`src/rtl/demultiplexer2_buf.sv`:
```
// Two-way demultiplexer with a 2-entry FIFO per output.
// Each output has a registered head and a delivered-word counter.
module demultiplexer2_buf #(
    parameter int w  = 8,
    parameter int cw = 16
) (
    input  logic          clk,
    input  logic          reset,
    input  logic          selector,
    input  logic [w-1:0]  data_in,
    input  logic          in_valid,
    output logic          in_ready,
    output logic [w-1:0]  data_out_0,
    output logic          out_valid_0,
    input  logic          out_ready_0,
    output logic [w-1:0]  data_out_1,
    output logic          out_valid_1,
    input  logic          out_ready_1,
    output logic [cw-1:0] count_0,
    output logic [cw-1:0] count_1
);

    logic [w-1:0]  head [2];
    logic [w-1:0]  tail [2];
    logic [1:0]    occ  [2];
    logic [cw-1:0] cnt  [2];

    logic [1:0] out_rdy;
    logic [1:0] full;
    logic [1:0] push;
    logic [1:0] pop;

    assign out_rdy = {out_ready_1, out_ready_0};

    // Handshake decode: admission looks only at the selected FIFO's occupancy.
    always_comb begin
        full     = 2'b00;
        push     = 2'b00;
        pop      = 2'b00;
        in_ready = 1'b0;
        for (int i = 0; i < 2; i++) begin
            full[i] = (occ[i] == 2'd2);
        end
        in_ready = reset && !full[selector];
        for (int i = 0; i < 2; i++) begin
            push[i] = in_valid && in_ready && (selector == 1'(i));
            pop[i]  = (occ[i] != 2'd0) && out_rdy[i];
        end
    end

    // Per-output FIFO storage, occupancy and delivered-word counters.
    always_ff @(posedge clk) begin
        for (int i = 0; i < 2; i++) begin
            if (!reset) begin
                head[i] <= '0;
                tail[i] <= '0;
                occ[i]  <= 2'd0;
                cnt[i]  <= '0;
            end else begin
                if (pop[i]) begin
                    cnt[i] <= cnt[i] + cw'(1);
                end
                if (push[i] && pop[i]) begin
                    if (occ[i] == 2'd2) begin
                        head[i] <= tail[i];
                        tail[i] <= data_in;
                    end else begin
                        head[i] <= data_in;
                    end
                end else if (pop[i]) begin
                    if (occ[i] == 2'd2) begin
                        head[i] <= tail[i];
                    end
                    occ[i] <= occ[i] - 2'd1;
                end else if (push[i]) begin
                    if (occ[i] == 2'd0) begin
                        head[i] <= data_in;
                    end else begin
                        tail[i] <= data_in;
                    end
                    occ[i] <= occ[i] + 2'd1;
                end
            end
        end
    end

    assign data_out_0  = head[0];
    assign data_out_1  = head[1];
    assign out_valid_0 = (occ[0] != 2'd0);
    assign out_valid_1 = (occ[1] != 2'd0);
    assign count_0     = cnt[0];
    assign count_1     = cnt[1];

endmodule

```
`config.mk`:
```
export PLATFORM = sky130hd
export DESIGN_NAME = demultiplexer2_buf
export DESIGN_NICKNAME = d
export VERILOG_FILES = /design/src/rtl/demultiplexer2_buf.sv
export SDC_FILE = /design/constraint.sdc
export NUM_CORES = 1
export LEC_CHECK = 0
export ABC_AREA = 1
export BUFFER_PORTS_ARGS = -buffer_cell sky130_fd_sc_hd__clkbuf_2
export CELL_PAD_IN_SITES_DETAIL_PLACEMENT = 0
export CELL_PAD_IN_SITES_GLOBAL_PLACEMENT = 1
export CORE_MARGIN = 2
export CORE_UTILIZATION = 42
export CTS_CLUSTER_SIZE = 30
export DETAILED_ROUTE_END_ITERATION = 12
export GPL_ROUTABILITY_DRIVEN = 0
export PLACE_DENSITY_LB_ADDON = 0.1
export SLEW_MARGIN = 20
export SYNTH_ARGS = -nofsm -noshare
export SYNTH_HDL_FRONTEND = slang
export SYNTH_SLANG_ARGS = --single-unit
```
`constraint.sdc`:
```
create_clock -name clk -period 3.2 [get_ports clk]
set_clock_uncertainty 0.2 [all_clocks]
set_input_delay 0.32 -clock clk [delete_from_list [all_inputs] [get_ports clk]]
set_output_delay 0.32 -clock clk [all_outputs]
set_load 0.01 [all_outputs]
```
# After elaboration in Yosys (flattened, before gate mapping)
# Memory sizes are Yosys's and may differ from the RTL's.
# Cells that the tools add are included.
dict set report op_classes {
  add_sub_neg 6
  magnitude_cmp 1
  n_eq_ne 2
  n_mux 91
  n_bitwise 19
  n_reduce_logical 13
}
# op n
set ops {}
lappend ops {{$mux 8} 12}
lappend ops {{$mux 1} 73}
lappend ops {{$add 16x1->16 const B} 2}
lappend ops {{$mux 16} 2}
lappend ops {{$or 1x1->1} 18}
lappend ops {{$logic_and 1x1->1} 8}
lappend ops {{$mux 2} 4}
lappend ops {{$add 2x1->2 const B} 2}
lappend ops {{$eq 2x2->1 const B} 2}
lappend ops {{$logic_not 2->1} 2}
lappend ops {{$reduce_bool 2->1} 2}
lappend ops {{$sub 2x1->2 const B} 2}
lappend ops {{$lt 1x2->1 const B} 1}
lappend ops {{$logic_not 1->1} 1}
lappend ops {{$not 1->1} 1}
dict set report totals {
  register_bits 0
  ram_bits 68
  output_inout_bits 51
  mem_count 4
}
# memory words word_bits read_ports rd_clocked_by_memory_dff wr line_no
set memory_table {}
lappend memory_table {cnt 2 16 2 0 2 26} ;# logic [cw-1:0] cnt [2];
lappend memory_table {head 2 8 2 0 2 23} ;# logic [w-1:0] head [2];
lappend memory_table {tail 2 8 2 0 2 24} ;# logic [w-1:0] tail [2];
lappend memory_table {occ 2 2 2 0 2 25} ;# logic [1:0] occ [2];

# Longest topological paths before layout
dict set report logic_depth {
  ltp_word 15
  ltp_mapped 11
  ltp_nobuf 10
}

# Least setup slack after synthesis
# Ideal clock, no wire load.
dict set report synth_timing {
  path_type {register -> register}
  from {mem occ[0][0]}
  to {mem occ[0][0], enable pin}
  setup_ps 300
  arrival_ps 2101
  t_required_ps 2700
  path_slack_ps 599
  stages_incl_launch_ff 6
  path_buffers 0
  cell_sequence {edfxtp_1 -> inv_1 -> ha_1 -> o21ai_0 -> nand2_1 -> nand2_1}
}
# item line_no
set synth_lines {}
lappend synth_lines {{start: declaration} 25}

==> results.md <==
* Outcome: finished clean
* M2 GR Usage at 30.21%
* Detailed Route Iter0 Violations at 134
* Post-synth top cells: edfxtp_1, nand2_1, inv_1
* Max Cap Violations at 0
* Wirelength per Cell at 13.82 µm
* Slew Limit Headroom at 52.50%
* Global-route wire length before repair at 12560 µm
* Die Y at 96.11 µm
* Post-synthesis sequential area ratio at 57.30%
* Setup tns final at 0 ps
* Placed insts at 547
* Place WS at around 870 ps
* Post-CTS setup buffer count at 0
* TritonCTS clock tree: done
* Largest net degree at the start of global routing at 17
* Register share of total power at between 50% and 60%
* Synth async-reset ratio at 0%
* Final count of negative-setup-slack endpoints at 0
* Leading area contributor after synthesis: edfxtp_1
* Area Growth Syn to Fin at 17.52%
* Antenna violations before repair at 0
* HPWL Detailed at 5799 µm
* Synth warnings at 0
* Crit path DAT at ~2300 ps
* Share of the synthesized area in the top cell type at around 57%
* Worst Hold Class: in2reg
* CTS Hold Bufs at 0
* Hold Vio Cnt, Final at 0
* Largest cells by area after synthesis: edfxtp_1, nand2_1, inv_1
* Fillers at 818
* Worst EP required at 3100 ps
* Seq. cell area at 0.002042 mm²
* Core Area at 0.008217 mm²
* ANT cells at 0
* Root Driver: clkbuf_8
* Multi-input combinational cell area at approximately 0.0012 mm²
* Final worst-path cycle share at 74.12%
* Cts repair resizes at 0
* Synth unique cells at 31
* Mapped Cells at 381
* GRT Util Overall at 18.22%
* H-tree Lvls at 3
* Share of layout cells above drive strength 1 at 21.83%
* Syn Std Cell Area at between 0.003 and 0.004 mm²
* Least-Margin Pin Slew at 710.8 ps
* P_int at 1538 µW
* Chip width at 96.11 µm
* Worst skew pair latency at 340 ps
* Grt peak-use layer: met2
* Worst setup path class: reg2reg
* Power share of the clock group at 32.4%
* Via count at 2749
* Cts bufs inserted at 9
* Sw Share at 28.87%
* Net Count, Synth at around 400
* Crit-path max FO at 10
* Final setup margin at approximately 830 ps
* Detail Route Antenna Nets at 0
* Seq cells post-synth at 68
* Crit start category: flop
* I/O pins at 65
* Ys flop type: edfxtp_1
* Post-Layout Cell Count at about 560
* Number of global-route vias before repair at ~2600
* Die ar. at 0.009237 mm²
* Routing usage on met1 at between 20% and 30%
* Power per cell area at 516.2 mW/mm²
* Max VDD drop at 0.0002921 V
* Total grt overflow at 0
* M3 GR Usage at 3.211%
* Sink Count at slightly below 70
* Row count at 33
* Pre-antenna DRT Iters at 4
* Max Slew Vio Count at 0
* Routed wire length at 7779 µm
* Final Total Pwr at 2162 µW
* Crit. End Element: flop
* Sw power at 624.0 µW
* Leak Pwr at 0.001854 µW
* Comb pwr share at 15.2%
* DR DRC count at 0
* Mapped Avg Cell Area at 9.353 µm²
* EDFF count, synth at 68
* Clk buf depth at 2
* RSZ-0062 raised after global routing: no
* Fmax at 421.6 MHz
* Clock transition at the registers of the reported paths at 80 ps
* Final min period at 2372 ps
* WHS at 155.6 ps
* Final net count at 471
* IO buf count at 64
* Starting Density at 43.37%
* Via density per instance at 4.883
cell families after synthesis:
kind of cell	synth area share, %
buf+inv	7.900
simple gates	22.93
compound gates	8.743
xor+xnor	1.721
flops	57.30
fa+ha+maj	1.405
metrics by stage:
step           area, µm²  utilization [%]
2_1_floorplan       3563                -
4_1_cts             4188            50.97
5_1_grt             4188            50.97
6_report            4188            50.97
3_5_place_dp        3996            48.64
3_3_place_gp        3996            48.64
power by group through the flow:
| stage | registers (µW) | clock network (µW) | logic [µW] |
|---|---|---|---|
| after floorplan | 1170 | 0 | 185 |
| after global placement | 1150 | 0 | 332 |
| after detailed placement | 1150 | 0 | 334 |
| after CTS | 1130 | 719 | 336 |
| after global routing | 1140 | 757 | 376 |
| final | 1130 | 701 | 330 |
worst max-delay path: stages (launching register included):
cell and delay (ps):
edfxtp_1 390, inv_1 90, ha_1 420, inv_1 110, nand4_1 170, o21bai_1 350, o211ai_1 180, buf_4 220
flip-flops by register name, indices dropped and copies added, names as in the netlist:
name / cells
cnt: 32
head: 16
occ: 4
tail: 16
layer usage:
| metal | part of all wire (%) | vias up |
|---|---|---|
| li1 | - | 1420 |
| met1 | 45 | 1265 |
| met2 | 49 | 51 |
| met3 | 3.5 | 13 |
| met4 | 2.2 | 0 |
| met5 | 0 | - |
path summary, 6_finish.rpt:
kind	startpoint	end	slack, ps	cells after the start
max	occ[0][0]	head[0][3]	830	7
min	data_in[2]	tail[1][2]	160	3
max reg2reg	occ[0][0]	head[0][3]	830	7
min reg2reg	tail[0][3]	head[0][3]	360	2
placed cells by master (no fill, tap or decap), drive strengths merged, types with 2 or more instances in the layout:
cell	Yosys	final
nor2	49	49
buf	5	3
xnor2	3	3
clkinvlp	0	2
nand4	7	7
a31oi	2	2
ha	4	4
clkinv	0	4
nand2	76	76
xor2	4	4
o21bai	10	10
a21oi	18	18
inv	64	64
edfxtp	68	68
nor3	10	10
nand3	34	34
clkbuf	1	73
o21ai	20	20
cell type report:
cell class	count	area share, %
well taps	105	3.137
flip-flops and latches	68	48.76
clock buffers	9	2.958
inverters	64	5.736
clock inverters	7	1.613
multi-input cells	243	29.61
repair buffers	67	8.186
Note: power is estimated with default switching activity, not from simulation.
